**config.mk**
```make
export PLATFORM = sky130hd
export DESIGN_NAME = truxton2_gfx_arbiter
export DESIGN_NICKNAME = d
export VERILOG_FILES = /design/src/rtl/truxton2_gfx_pkg.sv /design/src/rtl/truxton2_gfx_arbiter_rr_pick.sv /design/src/rtl/truxton2_gfx_arbiter.sv
export SDC_FILE = /design/constraint.sdc
export NUM_CORES = 1
export LEC_CHECK = 0
export ABC_AREA = 1
export CAP_MARGIN = 20
export CORE_ASPECT_RATIO = 0.6
export CORE_UTILIZATION = 30
export DETAILED_ROUTE_END_ITERATION = 6
export GPL_ROUTABILITY_DRIVEN = 0
export SLEW_MARGIN = 20
export SYNTH_ARGS = -nofsm -noshare
export SYNTH_HDL_FRONTEND = slang
export SYNTH_HIERARCHICAL = 1
export SYNTH_SLANG_ARGS = --single-unit
```
**constraint.sdc**
```tcl
create_clock -name CLK -period 10.2 [get_ports CLK]
set_clock_uncertainty 0.1 [all_clocks]
set_input_delay 2.04 -clock CLK [delete_from_list [all_inputs] [get_ports CLK]]
set_output_delay 2.04 -clock CLK [all_outputs]
set_load 0.01 [all_outputs]
```
**src/rtl/truxton2_gfx_pkg.sv**
```systemverilog
// truxton2_gfx_pkg: shared widths, slot indices and FSM state codes for the graphics-ROM arbiter
package truxton2_gfx_pkg;
   localparam int ADDR_W = 22;
   localparam int DATA_W = 32;
   localparam int BA_DW = 16;
   localparam logic [1:0] SLOT_SPR = 2'd0;
   localparam logic [1:0] SLOT_SCR0 = 2'd1;
   localparam logic [1:0] SLOT_SCR1 = 2'd2;
   localparam logic [1:0] SLOT_SCR2 = 2'd3;
   typedef logic [2:0] state_t;
   localparam state_t IDLE = 3'd0;
   localparam state_t RD_LO = 3'd1;
   localparam state_t WT_LO = 3'd2;
   localparam state_t RD_HI = 3'd3;
   localparam state_t WT_HI = 3'd4;
endpackage

```
**src/rtl/truxton2_gfx_arbiter_rr_pick.sv**
```systemverilog
// truxton2_rr_pick: combinational 4-way round-robin selector
//   pending  : per-slot request vector
//   last     : slot granted most recently (searched last)
//   spr_prio : when set, a pending slot 0 wins outright
//   grant    : selected slot index
//   any      : at least one slot is pending
module truxton2_rr_pick
   import truxton2_gfx_pkg::*;
(
   input  logic [3:0] pending,
   input  logic [1:0] last,
   input  logic       spr_prio,
   output logic [1:0] grant,
   output logic       any
);
   logic [1:0] idx;
   // walk from farthest to nearest so the nearest pending slot after last wins
   always_comb begin
      grant = last;
      idx = last;
      for (int k = 4; k >= 1; k--) begin
         idx = last + 2'(k);
         if (pending[idx]) grant = idx;
      end
      if (spr_prio && pending[SLOT_SPR]) grant = SLOT_SPR;
      any = |pending;
   end
endmodule

```
**src/rtl/truxton2_gfx_arbiter.sv**
```systemverilog
// truxton2_gfx_arbiter: shares one SDRAM bank read port among four cached 32-bit graphics-ROM slots
//   CLK, RESET (async, active-high), DOWNLOADING : clock, reset, ROM load in progress
//   SLOT_CS/SLOT_ADDR -> SLOT_OK/SLOT_DOUT      : per-slot request and one-entry cache result
//   BA_ADDR/BA_RD <- BA_ACK/BA_RDY/DATA_READ    : bank port, two 16-bit reads per fetch
//   TRUXTON2_GFXARB_SPRPRIO_EN                  : give slot 0 fixed priority over the round-robin
module truxton2_gfx_arbiter
   import truxton2_gfx_pkg::*;
#(
   parameter logic [ADDR_W-1:0] BANK_OFFSET = 22'h0,
   parameter int NSLOT = 4
)(
   input  logic                    CLK,
   input  logic                    RESET,
   input  logic                    DOWNLOADING,
   input  logic [NSLOT-1:0]        SLOT_CS,
   input  logic [NSLOT*ADDR_W-1:0] SLOT_ADDR,
   output logic [NSLOT-1:0]        SLOT_OK,
   output logic [NSLOT*DATA_W-1:0] SLOT_DOUT,
   output logic [ADDR_W-1:0]       BA_ADDR,
   output logic                    BA_RD,
   input  logic                    BA_ACK,
   input  logic                    BA_RDY,
   input  logic [BA_DW-1:0]        DATA_READ
);
`ifdef TRUXTON2_GFXARB_SPRPRIO_EN
   localparam logic SPR_PRIO = 1'b1;
`else
   localparam logic SPR_PRIO = 1'b0;
`endif
   state_t state;
   logic [1:0] last, gidx, pick;
   logic any, dl_seen;
   logic [ADDR_W-1:0] gaddr;
   logic [BA_DW-1:0] lo;
   logic [NSLOT-1:0] valid, hit, pending;
   logic [ADDR_W-1:0] tag [NSLOT];
   logic [DATA_W-1:0] data [NSLOT];
   logic [ADDR_W-1:0] addr [NSLOT];
   for (genvar i = 0; i < NSLOT; i++) begin : g_slot
      assign addr[i] = SLOT_ADDR[i*ADDR_W +: ADDR_W];
      assign hit[i] = valid[i] && tag[i] == addr[i];
      assign SLOT_DOUT[i*DATA_W +: DATA_W] = data[i];
   end
   assign SLOT_OK = SLOT_CS & hit;
   assign pending = SLOT_CS & ~hit;
   truxton2_rr_pick u_pick (
      .pending  (pending),
      .last     (last),
      .spr_prio (SPR_PRIO),
      .grant    (pick),
      .any      (any)
   );
   always_ff @(posedge CLK or posedge RESET) begin
      if (RESET) begin
         state <= IDLE;
         last <= 2'd3;
         gidx <= 2'd0;
         gaddr <= '0;
         lo <= '0;
         valid <= '0;
         dl_seen <= 1'b0;
         BA_ADDR <= '0;
         BA_RD <= 1'b0;
         for (int k = 0; k < NSLOT; k++) begin
            tag[k] <= '0;
            data[k] <= '0;
         end
      end else begin
         case (state)
            IDLE: if (!DOWNLOADING && any) begin
               gidx <= pick;
               gaddr <= addr[pick];
               last <= (SPR_PRIO && pick == SLOT_SPR) ? last : pick;
               // bank words are 16 bits, so each 32-bit slot word spans two; bit 21 falls off
               BA_ADDR <= BANK_OFFSET + {addr[pick][20:0], 1'b0};
               BA_RD <= 1'b1;
               dl_seen <= 1'b0;
               state <= RD_LO;
            end
            RD_LO, RD_HI: if (BA_ACK) begin
               BA_RD <= 1'b0;
               state <= (state == RD_LO) ? WT_LO : WT_HI;
            end
            WT_LO: if (BA_RDY) begin
               lo <= DATA_READ;
               BA_ADDR <= BA_ADDR + 22'd1;
               BA_RD <= 1'b1;
               state <= RD_HI;
            end
            WT_HI: if (BA_RDY) begin
               data[gidx] <= {DATA_READ, lo};
               tag[gidx] <= gaddr;
               valid[gidx] <= ~dl_seen;
               state <= IDLE;
            end
            default: state <= IDLE;
         endcase
         // a download seen at any point of a fetch keeps its result from being trusted
         if (DOWNLOADING) begin
            valid <= '0;
            dl_seen <= 1'b1;
         end
      end
   end
endmodule

```
Word-level counts from Yosys, hierarchy flattened
Index checks and enable logic that the tools add are counted.

$lt $le $gt $ge: 8. Bitwise gates (word level): 6. Add/subtract/negate cells: 4. Eq/ne operators: 12. Reduce and logical (&&, ||, !) cells: 25. Muxes and demuxes: 40.

Operators by type and width (count): 128-bit bitwise mux (1); 22-bit 2-to-1 mux (5); 88-bit bitwise mux (1); 22-bit == test (4); 32-bit demux with 2-bit select (1); 22-bit binary-select mux with 2-bit select (1); 22-bit demux with 2-bit select (1); 22-bit one-hot mux with 2 select lines (1); 32-bit 2-to-1 mux (1); 22-bit by 1-bit adder with 22-bit output, second input constant (1); 3-bit 2-to-1 mux (5); 2-bit by 3-bit less-than comparator with 1-bit output, second input constant (4); 4-bit 2-to-1 mux (3); 3-bit one-hot mux with 4 select lines (1); 1-bit 2-to-1 mux (10); 2-bit AND reduction (5); 2-bit nonzero test (5); 4-bit AND (2); 2-bit inequality test, second input constant (4); 4-bit AND reduction (2); 1-bit logical AND (7); 1-bit binary-select mux with 2-bit select (3); 3-bit by 2-bit == test with 1-bit output, second input constant (2); 3-bit >= comparator, second input constant (2); other kinds (19) (23).

Word-level logic and storage cells: 112. Output and inout bits: 155. Register bits: 289. Input bits: 113.

Longest topological paths before layout
Gate-level depths: netlist (run 1).

Depth after elaboration: 15. Depth in mapped cells: 29. Depth with buffers taken out: 27.

Cells and area by module
Netlist (run 1), hierarchy kept.

By module, submodules not included: truxton2_gfx_arbiter (instances 1, area an instance 13624.3 sq um, sequential area each 7234.4 sq um, cells each 1802); truxton2_rr_pick (instances 1, area an instance 225.2 sq um, sequential area each 0.0 sq um, cells each 45).

Worst setup path before layout (run 1)
OpenSTA, ideal clock, no wires.

Path type: in2out. Start: in SLOT_ADDR[7]. End: out SLOT_OK[0]. Arrival time: 2.652 ns. Required time: 8.060 ns. Buffers on the path: 0. Setup slack: 5.408 ns. Stages: 8. Path through: inv_1 > nand2_1 > o21ai_0 > nor2_1 > nand2_1 > nor2_1 > nand3_1 > nor2_1.

Cells in the longest elaborated chain, start to end: 3.

RTL lines: start: declaration (RTL line truxton2_gfx_arbiter.sv:16) `input logic [NSLOT*ADDR_W-1:0] SLOT_ADDR,`; 22-bit == test (RTL line truxton2_gfx_arbiter.sv:41) `assign hit[i] = valid[i] && tag[i] == addr[i];`; 1-bit logical AND (RTL line truxton2_gfx_arbiter.sv:41); 4-bit AND (RTL line truxton2_gfx_arbiter.sv:44) `assign SLOT_OK = SLOT_CS & hit;`; end: declaration (RTL line truxton2_gfx_arbiter.sv:17) `output logic [NSLOT-1:0] SLOT_OK,`.

Every way passes these cells.

Worst setup path after layout (run 1)
Start: in SLOT_ADDR[79]. End: out SLOT_OK[3].

The elaborated chain is that of the path after synthesis.

==> results of run 1 <==
per-stage QoR:
stage	hold WS (ps)	worst slack [ps]	utilization (%)	instance area [um2]	cells
after floorplan	325	86.0	-	13800	1847
after global placement	341	3610	37.8	17100	2666
after detailed placement	356	3540	37.8	17100	2666
after CTS	359	3860	40.2	18200	2726
after global routing	379	3640	40.3	18200	2733
final	360	3650	40.3	18200	2735
sequential cells by signal, indices dropped and copies added, names as in the netlist:
signal and flops:
last 2, valid 4, dl_seen 1, SLOT_DOUT 128
state 3, tag 88, gaddr 22, lo 16
gidx 2, BA_RD 1, BA_ADDR 22
cells by family after synthesis:
group / count (synthesis) / share of synthesized area [%]
xor gates and xnor gates: 23 / 1.45
and+or+nand+nor: 970 / 27.4
adders and majority gates: 1 / 0.0903
buffers and inverters: 253 / 7.26
DFF: 289 / 52.2
AOI/OAI and AO/OA: 310 / 11.5
other: 1 / 0.0271
final cells by class:
cell class | count | area [um2] | area share [%]
tap | 620 | 776 | 4.26
antenna | 9 | 22.5 | 0.124
multi-input combinational | 1305 | 5620 | 30.9
inverter | 174 | 668 | 3.67
sequential | 289 | 7230 | 39.7
clock buffer | 46 | 957 | 5.26
clock inverter | 14 | 159 | 0.873
timing repair buffer | 278 | 2770 | 15.2
path summary, 6_finish.rpt:
check | cells after the start | end | slack [ps] | startpoint
setup / recovery | 8 | SLOT_OK[3] | 3650 | SLOT_ADDR[79]
hold / removal | 1 | valid[3] | 360 | dl_seen
setup reg to reg | 21 | BA_ADDR[14] | 5640 | tag[6]
hold reg to reg | 1 | valid[3] | 360 | dl_seen
max in group asynchronous | 3 | tag[16] | 6560 | RESET
min in group asynchronous | 2 | SLOT_DOUT[63] | 1940 | RESET
power groups by stage:
stage / combinational, uW / sequential, uW / clock, uW
after detailed placement: 2180 / 2110 / 0
final: 2220 / 2120 / 1260
after global placement: 2140 / 2100 / 0
after floorplan: 1090 / 2020 / 0
after global routing: 2440 / 2170 / 1340
after CTS: 2190 / 2100 / 1280
synth_stat cells (all sizes together) (5+ instances only):
library cell    n
nand3          63
o211ai          7
nand4           5
xnor2          15
clkbuf         48
xor2            8
buf            31
nor2          110
a31oi          10
o21ai         254
nand2         787
inv           172
a21oi          35
dfrtp         287
placed cells by master (no fill, tap or decap), types with 2 or more instances in the layout:
cell,synthesis,final
clkdlybuf4s50_1,0,267
buf_4,3,10
clkbuf_16,0,35
inv_6,0,3
nor2_4,0,2
nand2_1,780,780
clkbuf_1,48,7
nand4_1,5,5
nand2_2,7,7
inv_2,8,9
clkinv_2,0,7
bufinv_16,0,3
xor2_1,8,8
dfrtp_1,287,287
nand3_2,4,4
inv_1,163,162
o211ai_1,7,7
a21oi_1,35,35
xnor2_1,15,15
o21ai_1,3,3
o21ai_0,250,250
nor2_1,108,107
nand3b_1,3,3
dfstp_2,2,2
nand3_1,59,59
inv_8,1,2
a31oi_1,10,10
clkbuf_8,0,4
diode_2,0,9
per-layer routing:
metal | global-route usage [%] | share of wire (%) | up-vias
li1 | - | - | 6241
met1 | 34.0 | 47 | 6333
met2 | 30.5 | 39 | 646
met3 | 8.88 | 12 | 76
met4 | 5.77 | 1.6 | 4
met5 | 2.67 | 0.31 | -
==> results.toml, run 1 <==
[worst_setup_path]
crit_path_frequent_cell = "nor2_1"
path_buf_inv = 2
required_ps = 8060
critical_path.slowest_cell = "clkdlybuf4s50_1"
critPathTopFamily = "buffers and inverters"
cp_slowest_stage_delay_ps = 690
crit_type = "input pin to primary output"
crit_chain = "clkdlybuf4s50_1, o21ai_0, nor2_1, nand2_1, nor2_1, nand3_1, nor2_1, clkdlybuf4s50_1"
crit_arrival_ps = 4410
path_max_fanout = 4
cp-start-kind = "input pin"
critPathCaptureType = "primary output"

[global_route]
antenna_found_initial = 10
grtUsageTotal_pct = 23.0
grt_overflow_total = 0
grt_pass1_wl_mm = 80.3
grt_pass1_vias = 12567
grt_start_max_net_pins = 167

[power_and_ir_drop]
power_uw = 5600
p_per_area_nw_per_um2 = 308
p_clk_share_pct = 22.5
seqPwrFrac_pct = 37.9
internal-power_uw = 3250
net-switching-power_uw = 2350
combPwrFrac_pct = 39.6
p_leak_uw = 0.00901
switching_share_pct = 42.0
peakVddDrop_mv = 0.183

[timing]
finalMaxSlewViolations = 0
grt_setup_unrepaired = "false"
setup_viol = 0
final.setup.tns_ps = 0
slew-limit-headroom_pct = 28.8
period_minus_slack_ps = 6550
tightest_slew_ps = 1070
fmax_mhz = 153
fin_crit_sh_pct = 64.2
hold_violations = 0

[route]
postRouteAntennaNets = 0
drtIter0Drc = 1601
wl_per_cell_um = 20.0
via_per_inst = 4.86
drc = 0
vias = 13300
firstDrtPassIters = 6
routed_wirelength_mm = 54.6

[synthesis]
synthFlopType = "dfrtp_1"
synth_top_area_share_pct = 51.9
yosysWarnings = 6
netlist-cell-type-count = 35
yosys.area.top_type = "dfrtp_1"
syn-cell-area_um2 = 13800
synth.area.top_cells = "dfrtp_1 (52%), nand2_1 (21%), o21ai_0 (9.0%)"
syn-num-nets = 1961
ys_seq_elements = 289
syn_inst = 1847
syn_avg_cell_area_um2 = 7.50
ys_seq_area_share_pct = 52.2
synth_edf_count = 0
async_reset_ff_share_pct = 100

[floorplan]
dieArea_um2 = 47100
die_w_um = 279
dieHeight_um = 168
start_util_pct = 30.6
num_io_pins = 268
coreArea_um2 = 45200
rows = 60

[min_path]
hold_class = "flop to flop"

[run_status]
outcome = "finished, final reports clean"

[clocking]
cts_sinks = 289
clock_path_buffers = 3
cts.clk_slew.worst_paths_ps = 60
cts_hold_buffers = 0
numCtsBuffers = 34
h-tree-depth = 2
cts_tree = "built"
clockRootBuffer = "clkbuf_16"
clock_latency_ps = 520
post-cts-setup-buffers = 0
ctsResizeCount = 0

[final_layout]
drive_above_1_share_pct = 4.46
final_nets = 2196
fill_cells = 4617
syn2layout_area_growth_pct = 31.5

[placement]
io_buffers = 267
dp_hpwl_mm = 39.9

[job]
maxCapViolations = 0
Power figures use the tool's default switching activity.
==> inputs of run 2 (changes only) <==
Clock period 10.2 ns to 5.34 ns, I/O delays scaled along.
==> run 2 against run 1 <==
Effect of this change: non-clock buffer count grew 17; total power grew 91%; via count grew 2.1%; wire length grew 2.4%; design area grew 0.30%.
==> results.toml, run 2 (synthesized netlist as in run 1, its figures left out) <==
[run_status]
outcome = "finished, final reports clean"

[placement]
post-place-ws_ps = 380
io_buffers = 267
dp_hpwl_mm = 41.5
placed_area_um2 = 17200

[job]
maxCapViolations = 0

[global_route]
grtUsageTotal_pct = 23.5
grt_pass1_vias = 12614
grt_pass1_wl_mm = 82.1
antenna_found_initial = 9
grt_start_max_net_pins = 113
grt_overflow_total = 0

[worst_setup_path]
startpoint = "SLOT_ADDR[33]"
critical_path.slowest_cell = "o211ai_1"
crit_arrival_ps = 5070
path_buf_inv = 7
cp-start-kind = "input pin"
crit_path_frequent_cell = "nand2_1"
required_ps = 5750
r2r-start = "tag[60]"
cp_slowest_stage_delay_ps = 590
r2r_setup_slack_ps = 1340
crit_type = "input pin to flop"
r2r_end = "BA_ADDR[13]"
reg2reg_depth = 25
worst-path-stages = 26
path_max_fanout = 36
endpoint = "BA_ADDR[13]"
critPathTopFamily = "simple AND/OR/NAND/NOR gates"
critPathCaptureType = "flop"

[route]
postRouteAntennaNets = 0
routed_wirelength_mm = 55.9
drtIter0Drc = 1861
wl_per_cell_um = 20.4
via_per_inst = 4.95
vias = 13578
drc = 0
firstDrtPassIters = 6

[clocking]
post-cts-setup-buffers = 0
clock_latency_ps = 590
cts_tree = "built"
numCtsBuffers = 31
h-tree-depth = 1
cts.clk_slew.worst_paths_ps = 60
cts_hold_buffers = 0
ctsResizeCount = 0
clockRootBuffer = "clkbuf_16"
clock_path_buffers = 3
cts_sinks = 289

[min_path]
hold_class = "flop to flop"

[floorplan]
rows = 60
die_w_um = 279
dieHeight_um = 168
dieArea_um2 = 47100
start_util_pct = 30.6
coreArea_um2 = 45200
num_io_pins = 268

[final_layout]
fill_cells = 4647
layout.area.seq_um2 = 7230
largest_reg_flops = 128
final_common_cell = "nand2_1"
final_nets = 2210
multi_input_area_um2 = 5620
syn2layout_area_growth_pct = 31.8
finalInstanceArea_um2 = 18300
drive_above_1_share_pct = 5.14
final_cell_mix = "nand2_1 (780), dfrtp_1 (287), clkdlybuf4s50_1 (267)"

[timing]
finalMaxSlewViolations = 0
fmax_mhz = 215
tightest_slew_ps = 1060
slew-limit-headroom_pct = 29.4
hold_violations = 0
setup_viol = 0
period_minus_slack_ps = 4660
grt_setup_unrepaired = "false"
final.setup.tns_ps = 0
fin_crit_sh_pct = 87.2
finalWorstSetupSlack_ps = 683

[power_and_ir_drop]
p_per_area_nw_per_um2 = 586
peakVddDrop_mv = 0.238
p_leak_uw = 0.00905
==> run 2: cell types whose count changed in the layout (fill, tap and decap cells not counted), moves of 2 or more <==
cell,previous run,this run
buf_12,1,5
buf_4,10,23
clkbuf_1,7,5
clkbuf_16,35,31
clkbuf_8,4,2
clkinv_2,7,12
diode_2,9,5
==> run 2: cell type report <==
cell class	instances	share of cell area, %
flip-flops and latches	289	39.6
multi-input cells	1305	30.8
repair buffers	295	16.1
clock buffers	38	4.50
well taps	620	4.25
inverters	174	3.64
clock inverters	19	1.01
diodes	5	0.0685
==> run 2: per-layer routing <==
layer / global-route usage, % / share of wire, % / up-vias
li1: - / - / 6272
met1: 36.0 / 46 / 6468
met2: 31.1 / 39 / 743
met3: 7.99 / 13 / 93
met4: 5.20 / 2.4 / 2
met5: 0 / 0.014 / -
==> run 2: tightest hold or removal path, delay by kind of cell, from the launching register on <==
| family | cells | cell delay (ps) |
|---|---|---|
| DFF | 1 | 340 |
| and+or+nand+nor | 2 | 110 |
==> run 2: power breakdown <==
part | internal, uW | switching [uW]
sequential | 3070 | 985
clock | 1240 | 973
combinational | 1830 | 2600
==> run 2: stage by stage <==
| step | power (uW) | hold slack, ps | util, % | std cells |
|---|---|---|---|---|
| after floorplan | 5950 | 325 | - | 1847 |
| after global placement | 8300 | 363 | 38.2 | 2683 |
| after detailed placement | 8380 | 365 | 38.2 | 2683 |
| after CTS | 10600 | 383 | 40.4 | 2740 |
| after global routing | 11300 | 390 | 40.4 | 2743 |
| final | 10700 | 382 | 40.4 | 2745 |
==> run 2: worst min path at each step <==
stage | from | end | slack [ps] | depth (start not counted)
3_5_place_dp | SLOT_DOUT[74] | SLOT_DOUT[74] | 360 | 2
5_1_grt | dl_seen | valid[3] | 390 | 1
6_report | SLOT_DOUT[65] | SLOT_DOUT[65] | 380 | 2
3_3_place_gp | SLOT_DOUT[5] | SLOT_DOUT[5] | 360 | 2
2_1_floorplan | dl_seen | valid[3] | 320 | 1
4_1_cts | SLOT_DOUT[36] | SLOT_DOUT[36] | 380 | 2
==> inputs of run 3 (changes only) <==
Settings changed: SKIP_CTS_REPAIR_TIMING from default to 1, SLEW_MARGIN 20 to default.
==> results of run 3 <==
No change in the layout: final DEF, timing and power equal those of run 2.
